File: config.mk
export PLATFORM = sky130hd
export DESIGN_NAME = bot_icon_gen_flat
export DESIGN_NICKNAME = d
export VERILOG_FILES = /design/src/rtl/icon_pkg.sv /design/src/rtl/bot_icon_gen_if.sv /design/src/rtl/icon_rom.sv /design/src/rtl/bot_icon_gen.sv /design/src/flat_wrapper.sv
export SDC_FILE = /design/constraint.sdc
export NUM_CORES = 1
export LEC_CHECK = 0
export ABC_CLOCK_PERIOD_IN_PS = 14550
export BUFFER_PORTS_ARGS = -buffer_cell sky130_fd_sc_hd__buf_2
export CAP_MARGIN = 20
export CORE_ASPECT_RATIO = 1.4
export CORE_MARGIN = 2
export CORE_UTILIZATION = 55
export CTS_CLUSTER_DIAMETER = 40
export DETAILED_ROUTE_END_ITERATION = 16
export PLACE_DENSITY = 0.86
export SLEW_MARGIN = 30
export SYNTH_ARGS = -nofsm -noshare
export SYNTH_HDL_FRONTEND = slang
export SYNTH_SLANG_ARGS = --single-unit
File: constraint.sdc
create_clock -name clk_i -period 14.55 [get_ports clk_i]
set_clock_uncertainty 0.2 [all_clocks]
set_input_delay 2.1825 -clock clk_i [delete_from_list [all_inputs] [get_ports clk_i]]
set_output_delay 2.1825 -clock clk_i [all_outputs]
set_load 0.01 [all_outputs]
File: src/rtl/icon_pkg.sv
// ============================================================================
//  Module      : icon_pkg
//  Description : Shared constants, orientation enum and icon ROM contents for
//                the bot icon sprite generator.
//  Revision    : 1.0  initial release
// ============================================================================
`default_nettype none

package icon_pkg;

  localparam int unsigned ICON_SIZE      = 16;
  localparam int unsigned ICON_ADDR_W    = 11;
  localparam int unsigned ROW_SCALE      = 6;
  localparam int unsigned COL_SCALE_LOG2 = 3;

  typedef enum logic [2:0] {
    ORIENT_N  = 3'd0,
    ORIENT_NE = 3'd1,
    ORIENT_E  = 3'd2,
    ORIENT_SE = 3'd3,
    ORIENT_S  = 3'd4,
    ORIENT_SW = 3'd5,
    ORIENT_W  = 3'd6,
    ORIENT_NW = 3'd7
  } orient_e;

  localparam logic [1:0] ICON_TRANSPARENT = 2'b00;
  localparam logic [1:0] ICON_C1          = 2'b01;
  localparam logic [1:0] ICON_C2          = 2'b10;
  localparam logic [1:0] ICON_C3          = 2'b11;

  // Icon artwork: colour index ((orient + dy + dx) mod 3) + 1, never transparent.
  function automatic logic [1:0] icon_rom_data(input logic [ICON_ADDR_W-1:0] addr);
    logic [5:0] sum;
    logic [5:0] rem;
    sum = {3'b000, addr[10:8]} + {2'b00, addr[7:4]} + {2'b00, addr[3:0]};
    rem = sum % 6'd3;
    return rem[1:0] + 2'd1;
  endfunction

endpackage

`default_nettype wire

File: src/rtl/bot_icon_gen_if.sv
// ============================================================================
//  Module      : bot_icon_gen_if
//  Description : Video timing / bot state inputs and icon pixel output bundle.
//  Revision    : 1.0  initial release
// ============================================================================
`default_nettype none

interface bot_icon_gen_if;
  logic        video_on;
  logic        vsync;
  logic [10:0] pixel_row;
  logic [10:0] pixel_column;
  logic [7:0]  loc_x;
  logic [7:0]  loc_y;
  logic [7:0]  bot_info;
  logic        blink;
  logic [1:0]  icon_px;

  modport master (
    output video_on, vsync, pixel_row, pixel_column, loc_x, loc_y, bot_info, blink,
    input  icon_px
  );

  modport slave (
    input  video_on, vsync, pixel_row, pixel_column, loc_x, loc_y, bot_info, blink,
    output icon_px
  );
endinterface

`default_nettype wire

File: src/rtl/icon_rom.sv
// ============================================================================
//  Module      : icon_rom
//  Description : 2048x2 synchronous icon ROM, one-cycle read latency.
//  Revision    : 1.0  initial release
// ============================================================================
`default_nettype none

module icon_rom
  import icon_pkg::*;
(
  input  logic                   clk_i,
  input  logic [ICON_ADDR_W-1:0] addr_i,
  output logic [1:0]             data_o
);

  logic [1:0] data_q;

  always_ff @(posedge clk_i) begin
    data_q <= icon_rom_data(addr_i);
  end

  assign data_o = data_q;

endmodule

`default_nettype wire

File: src/rtl/bot_icon_gen.sv
// ============================================================================
//  Module      : bot_icon_gen
//  Description : Robot icon sprite generator, two-cycle pixel pipeline with
//                frame-synchronised bot position. Optional ICON_BLINK_EN.
//  Revision    : 1.0  initial release
// ============================================================================
`default_nettype none

module bot_icon_gen
  import icon_pkg::*;
(
  input  logic           clk_i,
  input  logic           rst_i,
  bot_icon_gen_if.slave  bus
);

  logic       vsync_q;
  logic [6:0] sh_x_q;
  logic [6:0] sh_y_q;
  orient_e    sh_orient_q;
  logic       hit_q;
  logic [1:0] icon_px_q;
  logic [1:0] icon_px_d;
  logic [1:0] rom_data;

  logic                   vs_rise;
  logic [10:0]            col_o;
  logic [10:0]            row_o;
  logic [10:0]            dx_full;
  logic [10:0]            dy_full;
  logic                   hit_d;
  logic [ICON_ADDR_W-1:0] addr_d;

  assign vs_rise = bus.vsync & ~vsync_q;

  always_ff @(posedge clk_i or posedge rst_i) begin
    if (rst_i) begin
      vsync_q     <= 1'b0;
      sh_x_q      <= 7'd0;
      sh_y_q      <= 7'd0;
      sh_orient_q <= ORIENT_N;
    end else begin
      vsync_q <= bus.vsync;
      if (vs_rise) begin
        sh_x_q      <= bus.loc_x[6:0];
        sh_y_q      <= bus.loc_y[6:0];
        sh_orient_q <= orient_e'(bus.bot_info[2:0]);
      end
    end
  end

  // row origin = y*6 built from shifts; both origins stay within 11 bits
  always_comb begin
    col_o   = {1'b0, sh_x_q, 3'b000};
    row_o   = {2'b00, sh_y_q, 2'b00} + {3'b000, sh_y_q, 1'b0};
    dx_full = bus.pixel_column - col_o;
    dy_full = bus.pixel_row - row_o;
    hit_d   = bus.video_on
            && (bus.pixel_column >= col_o) && (bus.pixel_column <= col_o + 11'd15)
            && (bus.pixel_row >= row_o)    && (bus.pixel_row <= row_o + 11'd15);
    addr_d  = {sh_orient_q, dy_full[3:0], dx_full[3:0]};
  end

  icon_rom u_rom (
    .clk_i  (clk_i),
    .addr_i (addr_d),
    .data_o (rom_data)
  );

`ifdef ICON_BLINK_EN
  logic [5:0] frame_cnt_q;

  always_ff @(posedge clk_i or posedge rst_i) begin
    if (rst_i) begin
      frame_cnt_q <= 6'd0;
    end else if (vs_rise) begin
      frame_cnt_q <= frame_cnt_q + 6'd1;
    end
  end

  always_comb begin
    icon_px_d = hit_q ? rom_data : ICON_TRANSPARENT;
    if (bus.blink && frame_cnt_q[5]) begin
      icon_px_d = ICON_TRANSPARENT;
    end
  end

  logic w_unused_bits;
  assign w_unused_bits = ^{bus.loc_x[7], bus.loc_y[7], bus.bot_info[7:3]};
`else
  always_comb begin
    icon_px_d = hit_q ? rom_data : ICON_TRANSPARENT;
  end

  logic w_unused_bits;
  assign w_unused_bits = ^{bus.loc_x[7], bus.loc_y[7], bus.bot_info[7:3], bus.blink};
`endif

  always_ff @(posedge clk_i or posedge rst_i) begin
    if (rst_i) begin
      hit_q     <= 1'b0;
      icon_px_q <= ICON_TRANSPARENT;
    end else begin
      hit_q     <= hit_d;
      icon_px_q <= icon_px_d;
    end
  end

  assign bus.icon_px = icon_px_q;

endmodule

`default_nettype wire
File: src/flat_wrapper.sv
// flat-port wrapper written by rule: the top's interface ports become plain ports
module bot_icon_gen_flat import icon_pkg::*;
  (clk_i, rst_i, bus_video_on, bus_vsync, bus_pixel_row, bus_pixel_column, bus_loc_x, bus_loc_y, bus_bot_info, bus_blink, bus_icon_px);
  bot_icon_gen_if bus_i ();
  input  logic clk_i;
  input  logic rst_i;
  input wire logic [$bits(bus_i.video_on)-1:0] bus_video_on;
  input wire logic [$bits(bus_i.vsync)-1:0] bus_vsync;
  input wire logic [$bits(bus_i.pixel_row)-1:0] bus_pixel_row;
  input wire logic [$bits(bus_i.pixel_column)-1:0] bus_pixel_column;
  input wire logic [$bits(bus_i.loc_x)-1:0] bus_loc_x;
  input wire logic [$bits(bus_i.loc_y)-1:0] bus_loc_y;
  input wire logic [$bits(bus_i.bot_info)-1:0] bus_bot_info;
  input wire logic [$bits(bus_i.blink)-1:0] bus_blink;
  output wire logic [$bits(bus_i.icon_px)-1:0] bus_icon_px;
  assign bus_i.video_on = bus_video_on;
  assign bus_i.vsync = bus_vsync;
  assign bus_i.pixel_row = bus_pixel_row;
  assign bus_i.pixel_column = bus_pixel_column;
  assign bus_i.loc_x = bus_loc_x;
  assign bus_i.loc_y = bus_loc_y;
  assign bus_i.bot_info = bus_bot_info;
  assign bus_i.blink = bus_blink;
  assign bus_icon_px = bus_i.icon_px;
  bot_icon_gen u_core (.clk_i(clk_i), .rst_i(rst_i), .bus(bus_i));
endmodule
## After elaboration in Yosys (flattened, before gate mapping)

Cells that the tools add are included.

| storage, ports and cells | value |
|---|---|
| register bits | 23 |
| output and inout bits | 2 |
| word-level logic and storage cells | 27 |
| input port bits | 51 |

| operators by class | value |
|---|---|
| reduce and logical (&&, ||, !) cells | 4 |
| divide/modulo/power cells | 1 |
| order comparisons | 4 |
| add/sub/neg operators | 8 |
| muxes and demuxes | 1 |
| bitwise gates (word level) | 2 |

Operator list:

| cell | number |
|---|---|
| $add A10 B4 Y11 const B | 2 |
| $ge A11 B10 Y1 | 2 |
| $le A11 B11 Y1 | 2 |
| $add A9 B8 Y10 | 1 |
| $sub A4 B4 Y4 | 2 |
| $add A6 B4 Y6 | 1 |
| $mod A6 B2 Y6 const B | 1 |
| $add A3 B4 Y5 | 1 |
| $logic_and A1 B1 Y1 | 4 |
| $add A2 B1 Y2 const B | 1 |
| $mux W2 | 1 |
| $and A1 B1 Y1 | 1 |
| $not A1 Y1 | 1 |

## Logic depth before layout (Yosys ltp)

Gate-level depths: netlist of the first run.

| depth | value |
|---|---|
| depth in word-level cells | 6 |
| gate-level depth with buffers | 31 |

## By module

From an unflattened synthesis of the first run, not the netlist that was laid out.

| unflattened totals | value |
|---|---|
| cells, all modules | 287 |
| area, all modules | 2577.5 um2 |

Modules (own cells, without submodules):

| module | cells each | seq. area each (um2) | area an instance (um2) | times used |
|---|---|---|---|---|
| bot_icon_gen | 226 | 525.5 | 2057.0 | 1 |
| icon_rom | 61 | 40.0 | 520.5 | 1 |

## Least setup slack after synthesis of the first run

No wires, ideal clock.

| timing | value |
|---|---|
| path type | input port to flip-flop |
| from | input bus_pixel_row[1] |
| to | register u_core.u_rom.data_q[1] (netlist: u_core.u_rom.data_o[1]) |
| setup slack | 6.927 ns |
| arrival | 7.351 ns |
| data required time | 14.278 ns |
| stages | 29 |
| cell sequence | inv_1 > ha_1 > fa_1 > inv_1 > ha_1 > a21oi_1 > xor2_1 > ha_1 > inv_1 > nor3_2 > o21a_1 > inv_1 > ha_1 > ha_1 > nor4bb_1 > a211oi_1 > nor3_1 > a21o_1 > ha_1 > inv_1 > o311ai_1 > nor2_1 > xnor2_1 > ha_1 > or2b_2 > nor4_1 > a31oi_1 > o211ai_2 > xor2_1 |

| on the way | value |
|---|---|
| word-level cells in the longest chain between the ends | 5 |

Ends and longest elaborated chain:

| what | RTL line | source |
|---|---|---|
| start: declaration | flat_wrapper.sv:9 | `input wire logic [$bits(bus_i.pixel_row)-1:0] bus_pixel_row;` |
| $sub A4 B4 Y4 | bot_icon_gen.sv:57 | `dy_full = bus.pixel_row - row_o;` |
| $add A3 B4 Y5 | icon_pkg.sv:36 | `sum = {3'b000, addr[10:8]} + {2'b00, addr[7:4]} + {2'b00, addr[3:0]};` |
| $add A6 B4 Y6 | icon_pkg.sv:36 |  |
| $mod A6 B2 Y6 | icon_pkg.sv:37 | `rem = sum % 6'd3;` |
| $add A2 B1 Y2 | icon_pkg.sv:38 | `return rem[1:0] + 2'd1;` |
| end signal: assignment | icon_rom.sv:19 | `data_q <= icon_rom_data(addr_i);` |
| end: declaration | icon_rom.sv:16 | `logic [1:0] data_q;` |

Every way passes these cells.
A chain may end at the register's enable or synchronous reset.

## Worst setup path after layout of the first run

Same ends and word-level chain as after synthesis.

==> results of run 1 <==
layer usage:
layer  share of wire, %  vias up  global-route usage (%)
met3                3.5       24                    1.62
met5                  0        -                       0
met4                3.9        0                    11.0
met2                 52       69                    43.7
li1                   -     1252                       -
met1                 40     1172                    23.5
worst max-delay path by stage:
stage	startpoint	end	slack (ns)
after CTS	bus_pixel_row[1]	u_core.u_rom.data_o[1]$_DFF_P_	6.23
after global routing	bus_pixel_row[1]	u_core.u_rom.data_o[1]$_DFF_P_	5.69
after detailed placement	bus_pixel_row[1]	u_core.u_rom.data_o[1]$_DFF_P_	6.02
after floorplan	bus_pixel_row[1]	u_core.u_rom.data_o[1]$_DFF_P_	6.93
final	bus_pixel_row[1]	u_core.u_rom.data_o[1]$_DFF_P_	6.17
after global placement	bus_pixel_row[1]	u_core.u_rom.data_o[1]$_DFF_P_	6.20
cells by family after synthesis:
group	count (synthesis)	share of synthesized area [%]
mux	8	3.12
fa+ha+maj	60	27.1
buf+inv	33	4.86
flops	23	19.6
simple gates	82	14.9
xor+xnor	31	10.2
compound gates	84	20.3
cells in the final DEF (no fill, tap or decap), types with 2 or more instances in the layout:
| cell type | instances |
|---|---|
| clkbuf_8 | 3 |
| dfrtp_1 | 21 |
| nor3_1 | 10 |
| nor2_1 | 17 |
| nor2b_1 | 4 |
| ha_1 | 56 |
| buf_2 | 44 |
| o21a_1 | 4 |
| and2_1 | 2 |
| nand3_1 | 7 |
| nand2_1 | 16 |
| nand3b_1 | 4 |
| fa_1 | 4 |
| nor3b_1 | 2 |
| nor4_1 | 4 |
| xnor2_1 | 16 |
| o211ai_1 | 2 |
| a21oi_1 | 23 |
| a2111oi_0 | 2 |
| nand2b_1 | 3 |
| or3_1 | 2 |
| a211oi_1 | 4 |
| xor2_1 | 13 |
| o21ai_0 | 17 |
| inv_1 | 27 |
| dfxtp_1 | 2 |
| mux2_2 | 8 |
| nand4_1 | 4 |
| a21o_1 | 11 |
| a21boi_0 | 2 |
worst max-delay path, delay by kind of cell:
family	cells	cell delay (ns)
XOR/XNOR	3	0.31
AND/OR/NAND/NOR	6	1.33
adder cells (fa/ha/maj)	8	2.55
AO/OA/AOI/OAI	7	1.55
buffers and inverters	6	0.46
sequential cells by signal (all words and copies together) (netlist names):
register	cells
u_core.vsync_q	1
u_core.bus.icon_px	2
u_core.sh_y_q	7
u_core.u_rom.data_o	2
u_core.sh_x_q	7
u_core.sh_orient_q	3
u_core.hit_q	1
metrics by stage:
stage	utilization, %	hold WS, ns	worst slack, ns
finish	62.5	0.248	6.17
detailed placement	61.5	0.231	6.02
global route	62.5	0.270	5.69
global placement	61.5	0.226	6.20
floorplan	-	0.219	6.93
CTS	62.4	0.250	6.23
final cells by class:
cell class                      instances  area [sq um]  area share, %
Clock buffer                            3          41.3           1.29
Inverter                               27           101           3.17
Tap cell                               66          82.6           2.58
Multi-Input combinational cell        265          2190           68.3
Sequential cell                        23           566           17.7
Clock inverter                          1          5.00          0.156
Timing Repair Buffer                   44           220           6.88
==> metrics, run 1 <==
status=completed; Post-synth ARST share=between 90% and 100%; count of state elements after synthesis=23; post-CTS setup buffers=0; Worst Hold Depth=1; num rows=31; Die X=65.2 um; CTS clk-pin slew, worst paths=0.08 ns; Slew headroom=44.5%; drt wl/cell=about 15 um; synthesis-to-finish area growth=11.0%; DR DRC count=0; CP Class=primary input to flop; later-pin clock latency in the skew report=around 0.27 ns; commonest cells in the synthesized netlist=56 x ha_1, 27 x inv_1, 23 x a21oi_1; RSZ-0062 raised after global routing=no; hold buffers post-CTS=0; Cells after DPL=425; CTS H-tree lvls=1; crit path DAT=8.39 ns; Final Hold Violating Endpoints=0; CTS tree=yes; first-pass GRT wire length=10.4 mm; Worst-Margin Slew=approximately 0.83 ns; Register-to-Register Path Depth=29; post-CTS sizing=0; Pre-antenna DRT Iters=4; Worst Hold End=u_core.bus.icon_px[1]$_DFF_PP0_; Netlist cell types=58; post-synthesis sequential area ratio=19.6%; final wirelength=6.27 mm; Initial Util=56.3%; Synth Area per Inst=8.98 sq um; max-cap viol count=0; WP data required=between 10 and 15 ns; largest net degree at the start of global routing=27; Post-Synthesis Cells=321; Sink Count=23; Final Net Count=475; TritonCTS Buffers=3; Worst path most repeated cell=ha_1; placed inst area=~3200 sq um; hold path startpoint=u_core.u_rom.data_o[1]$_DFF_P_; I/O Buffers=44; vias in the first global route=2533; die area=5850 sq um; DRT iter0 DRCs=101; GP Congestion=0.871; Cell Area, Synth=just under 3000 sq um; Yosys Warn Count=0; All-Layer GR Usage=between 20 and 25%; Post-DP HPWL=5.06 mm; Worst R2R End=u_core.u_rom.data_o[1]$_DFF_P_; Fin Setup TNS=0 ns; leading area contributor after synthesis=ha_1; Layout Cells excl Fill=429; critical path's slowest cell=a211oi_1; Die Ht=89.7 um; delay of the slowest critical-path stage=0.60 ns; crit end category=flop; Routed Antenna Nets=0; Setup crit start kind=primary input; GRT overflow=0; Tmin final=8.38 ns; Max Freq=0.119 GHz; Antenna Diode Count=0; top_reg_cell synth=dfrtp_1; Hold WC Path Type=flop to flop; Final Instance Area=about 3200 sq um; root buffer cell=clkbuf_8; # setup viols final=0; worst r2r src=u_core.sh_y_q[0]$_DFFE_PP0P_; initial antenna violation count=0; CP max FO=7; count leader, synth=ha_1; Post-synth EDFFs=0; CORE AREA=5120 sq um; leading post-synthesis cells by cell area=ha_1 24%, dfrtp_1 18%, xnor2_1 4.9%; Max clock buf depth=2; r2r setup slk=7.36 ns; final period utilization=57.6%; Fillers=446; Yosys top cell area share=24.3%; DR vias=2517; fin. max-slew vios=0; proportion of layout cells with a drive suffix above 1=18.7%; total I/O pin count=53; syn nets=432; vias per std cell=roughly 5.9
Power of run 1 is left out: the tool's default activity adds up to more than one toggle a clock period on the data nets, which glitch-free logic cannot reach.
==> inputs of run 2 (changes only) <==
ABC_CLOCK_PERIOD_IN_PS = 7100   (was 14550)
CORE_UTILIZATION = 52   (was 55)
PLACE_DENSITY = 0.85   (was 0.86)
clock period = 7.1 ns   (was 14.55 ns; I/O delays follow)
==> run 2 against run 1 <==
Effect of this change:
- global-route usage fell by 0.39 points
- via count rose by 1.2%
- critical endpoint unchanged
- wire length fell by 0.16%
- critical path depth did not move
- setup slack got worse by 5.5 ns
- first-iteration DRC count rose by 29%
- register-to-register slack got worse by 6.6 ns
- worst hold slack got worse by 0.0053 ns
- sequential share of layout area fell by 0.34 points
- non-clock buffer count rose by 8
==> metrics, run 2 (synthesized netlist as in run 1, its figures left out) <==
status=completed; Antenna Diode Count=0; Final Net Count=483; hold path startpoint=u_core.u_rom.data_o[1]$_DFF_P_; fin. max-slew vios=0; largest net degree at the start of global routing=27; Routed Antenna Nets=0; DR DRC count=0; die area=between 6000 and 7000 sq um; crit path launch=bus_pixel_row[1]; vias per std cell=5.80; CTS tree=yes; DR vias=2546; final wirelength=6.26 mm; Final Hold Violating Endpoints=0; post-CTS setup buffers=0; Worst path most repeated cell=ha_1; delay of the slowest critical-path stage=approximately 0.48 ns; CTS H-tree lvls=1; Sink Count=23; worst r2r src=u_core.sh_y_q[0]$_DFFE_PP0P_; max-cap viol count=0; Hold WC Path Type=flop to flop; TritonCTS Buffers=3; root buffer cell=clkbuf_8; crit end category=flop; hold buffers post-CTS=0; GRT overflow=0; final period utilization=about 91%; first-pass GRT wire length=10.6 mm; Setup crit start kind=primary input; WP data required=7.10 ns; Pre-antenna DRT Iters=4; GP Congestion=0.921; Die Ht=92.1 um; post-CTS sizing=0; Max clock buf depth=2; synthesis-to-finish area growth=13.2%; num rows=32; commonest cells after routing, fill and taps aside=56 x ha_1, 44 x buf_2, 26 x inv_1; initial antenna violation count=0; Die X=66.9 um; DRT iter0 DRCs=130; I/O Buffers=44; # setup viols final=0; Initial Util=between 50% and 60%; Post-DP HPWL=5.17 mm; Worst-Margin Slew=0.837 ns; most common cell after layout, fill and taps aside=ha_1; CP max FO=6; total I/O pin count=53; RSZ-0062 raised after global routing=no; CTS clk-pin slew, worst paths=0.08 ns; Slew headroom=between 40% and 50%; CP Class=primary input to flop; CORE AREA=5450 sq um; later-pin clock latency in the skew report=~0.27 ns; Fin Setup TNS=0 ns; Tmin final=6.47 ns; Max Freq=0.155 GHz; crit path DAT=6.47 ns; vias in the first global route=2551; drt wl/cell=14.3 um; Top Registers=u_core.sh_x_q: 7 flops, u_core.sh_y_q: 7 flops, u_core.sh_orient_q: 3 flops; critical path's slowest cell=fa_1; All-Layer GR Usage=21.8%; proportion of layout cells with a drive suffix above 1=slightly above 20%
[run 2: cell type report]
class                   count  area [sq um]
well taps                  68          85.1
clock inverters             1          5.00
flip-flops and latches     23           566
multi-input cells         265          2190
clock buffers               3          41.3
fillers                   480          2180
repair buffers             52           280
inverters                  27           101
[run 2: stage by stage]
| stage | instance area, sq um | utilization (%) | setup WS (ns) | cells | hold slack, ns |
|---|---|---|---|---|---|
| final | 3260 | 59.9 | 0.631 | 439 | 0.242 |
| after global routing | 3260 | 59.9 | 0.114 | 439 | 0.252 |
| after CTS | 3260 | 59.9 | 0.649 | 439 | 0.245 |
| after detailed placement | 3210 | 59.0 | 0.384 | 435 | 0.225 |
| after global placement | 3210 | 59.0 | 0.461 | 435 | 0.222 |
| after floorplan | 2880 | - | 0.595 | 321 | 0.219 |
[run 2: layer usage]
metal / global-route usage (%) / vias up / routed length, um / share of wire [%]
met4: 8.33 / 0 / 187 / 3.0
met2: 41.0 / 62 / 3290 / 52
met1: 24.6 / 1202 / 2540 / 41
li1: - / 1265 / - / -
met3: 1.47 / 17 / 251 / 4.0
met5: 0 / - / 0 / 0
[run 2: worst paths after layout]
| check | depth (start not counted) | slack (ns) | endpoint |
|---|---|---|---|
| hold reg to reg | 1 | 0.24 | u_core.bus.icon_px[1]$_DFF_PP0_ |
| min in group asynchronous | 2 | 0.65 | u_core.vsync_q$_DFF_PP0_ |
| setup / recovery | 30 | 0.63 | u_core.u_rom.data_o[1]$_DFF_P_ |
| max in group asynchronous | 2 | 5.66 | u_core.sh_orient_q[0]$_DFFE_PP0P_ |
| setup reg to reg | 29 | 0.72 | u_core.u_rom.data_o[1]$_DFF_P_ |
| hold / removal | 1 | 0.24 | u_core.bus.icon_px[1]$_DFF_PP0_ |
[run 2: critical path, delay by kind of cell]
family | cells | cell delay, ns
XOR/XNOR | 3 | 0.38
buffers and inverters | 6 | 0.43
AND/OR/NAND/NOR | 8 | 1.77
adder cells (fa/ha/maj) | 7 | 1.97
AO/OA/AOI/OAI | 6 | 0.86
Power of run 2 is left out for the same reason.
==> inputs of run 3 (changes only) <==
CELL_PAD_IN_SITES_DETAIL_PLACEMENT = 0   (was unset)
CELL_PAD_IN_SITES_GLOBAL_PLACEMENT = 1   (was unset)
CORE_UTILIZATION = 39   (was 52)
CTS_CLUSTER_SIZE = 24   (was unset)
==> run 3 against run 2 <==
Effect of this change:
- design area rose by 1.4%
- critical path type unchanged
- utilization is 14 points lower
- clock-buffer cell count unchanged
==> metrics, run 3 (synthesized netlist as in run 1, its figures left out) <==
status=completed; Post-DP HPWL=between 5 and 6 mm; Routed Antenna Nets=0; post-CTS sizing=0; worst r2r src=u_core.sh_y_q[0]$_DFFE_PP0P_; Worst-Margin Slew=0.839 ns; fin. max-slew vios=0; Final Hold Violating Endpoints=0; Fin Setup TNS=0 ns; Slew headroom=44.0%; Top Family by Delay on Critical Path=adder cells; root buffer cell=clkbuf_8; worst path buffer plus inverter count=7; CTS clk-pin slew, worst paths=0.08 ns; Register-to-Register Path Depth=30; Worst R2R End=u_core.u_rom.data_o[1]$_DFF_P_; first-pass GRT wire length=10.7 mm; delay of the slowest critical-path stage=0.48 ns; Antenna Diode Count=0; GP Congestion=0.822; Setup crit start kind=primary input; final wirelength=just over 6 mm; TritonCTS Buffers=3; Worst Hold Depth=1; Hold WC Path Type=flop to flop; Die Ht=106 um; hold path startpoint=u_core.u_rom.data_o[0]$_DFF_P_; Worst Hold End=u_core.bus.icon_px[0]$_DFF_PP0_; most common cell after layout, fill and taps aside=ha_1; critical path's slowest cell=fa_1; CTS tree=yes; vias in the first global route=2532; Final Net Count=485; DRT iter0 DRCs=77; hold buffers post-CTS=0; synthesis-to-finish area growth=14.8%; Pre-antenna DRT Iters=4; WP data required=approximately 7.1 ns; worst hold slack=between 0.2 and 0.25 ns; post-CTS setup buffers=0; num rows=37; CP max FO=6; r2r setup slk=0.69 ns; CP Class=primary input to flop; die area=between 8000 and 9000 sq um; DR vias=2529; Top Registers=u_core.sh_x_q: 7 flops, u_core.sh_y_q: 7 flops, u_core.sh_orient_q: 3 flops; # setup viols final=0; RSZ-0062 raised after global routing=no; vias per std cell=5.38; proportion of layout cells with a drive suffix above 1=roughly a fifth; drt wl/cell=13.1 um; cell count along the critical path=31; GRT overflow=0; Worst path most repeated cell=ha_1; CTS H-tree lvls=1; crit path DAT=6.51 ns; Die X=~77 um; max-cap viol count=0; later-pin clock latency in the skew report=approximately 0.27 ns; initial antenna violation count=0; Max Freq=about 0.15 GHz; DR DRC count=0; Initial Util=roughly 40%; All-Layer GR Usage=15.8%; Tmin final=6.51 ns; crit end category=flop; CORE AREA=7270 sq um; commonest cells after routing, fill and taps aside=56 x ha_1, 44 x buf_2, 27 x inv_1; I/O Buffers=44; final period utilization=91.6%; Max clock buf depth=2; Sink Count=23; largest net degree at the start of global routing=27; total I/O pin count=53
==> run 3: changes by cell type in the layout (fill, tap and decap cells not counted) <==
cell,delta
nor2b_4,-1
inv_1,+1
nor2b_2,+1
buf_4,+2
clkinv_1,-1
==> run 3: layer usage <==
| layer | vias up | track usage, % | part of all wire (%) |
|---|---|---|---|
| li1 | 1266 | - | - |
| met1 | 1202 | 17.1 | 42 |
| met2 | 45 | 31.7 | 53 |
| met4 | 0 | 5.19 | 2.2 |
| met5 | - | 0 | 0 |
| met3 | 16 | 0.771 | 2.5 |
==> run 3: cell type report <==
cell class,count,area [sq um]
tap,97,121
timing repair buffer,54,295
clock inverter,1,5.00
fill,752,3960
inverter,27,101
sequential,23,566
multi-input combinational,265,2180
clock buffer,3,41.3
==> run 3: how the worst max path moves through the flow <==
stage / start / to / slack, ns
5_1_grt: bus_pixel_row[1] / u_core.u_rom.data_o[1]$_DFF_P_ / 0.19
2_1_floorplan: bus_pixel_row[1] / u_core.u_rom.data_o[1]$_DFF_P_ / 0.59
6_report: bus_pixel_row[1] / u_core.u_rom.data_o[1]$_DFF_P_ / 0.59
3_5_place_dp: bus_pixel_row[1] / u_core.u_rom.data_o[1]$_DFF_P_ / 0.28
4_1_cts: bus_pixel_row[1] / u_core.u_rom.data_o[1]$_DFF_P_ / 0.52
3_3_place_gp: bus_pixel_row[1] / u_core.u_rom.data_o[1]$_DFF_P_ / 0.46
==> run 3: stage by stage <==
step                std cells  util, %  setup WS, ns  instance area (sq um)
finish                    470     45.6         0.594                   3310
CTS                       470     45.6         0.525                   3310
global placement          466     44.9         0.464                   3260
detailed placement        466     44.9         0.280                   3260
floorplan                 321        -         0.595                   2880
global route              470     45.6         0.188                   3310
Power of run 3 is left out for the same reason.
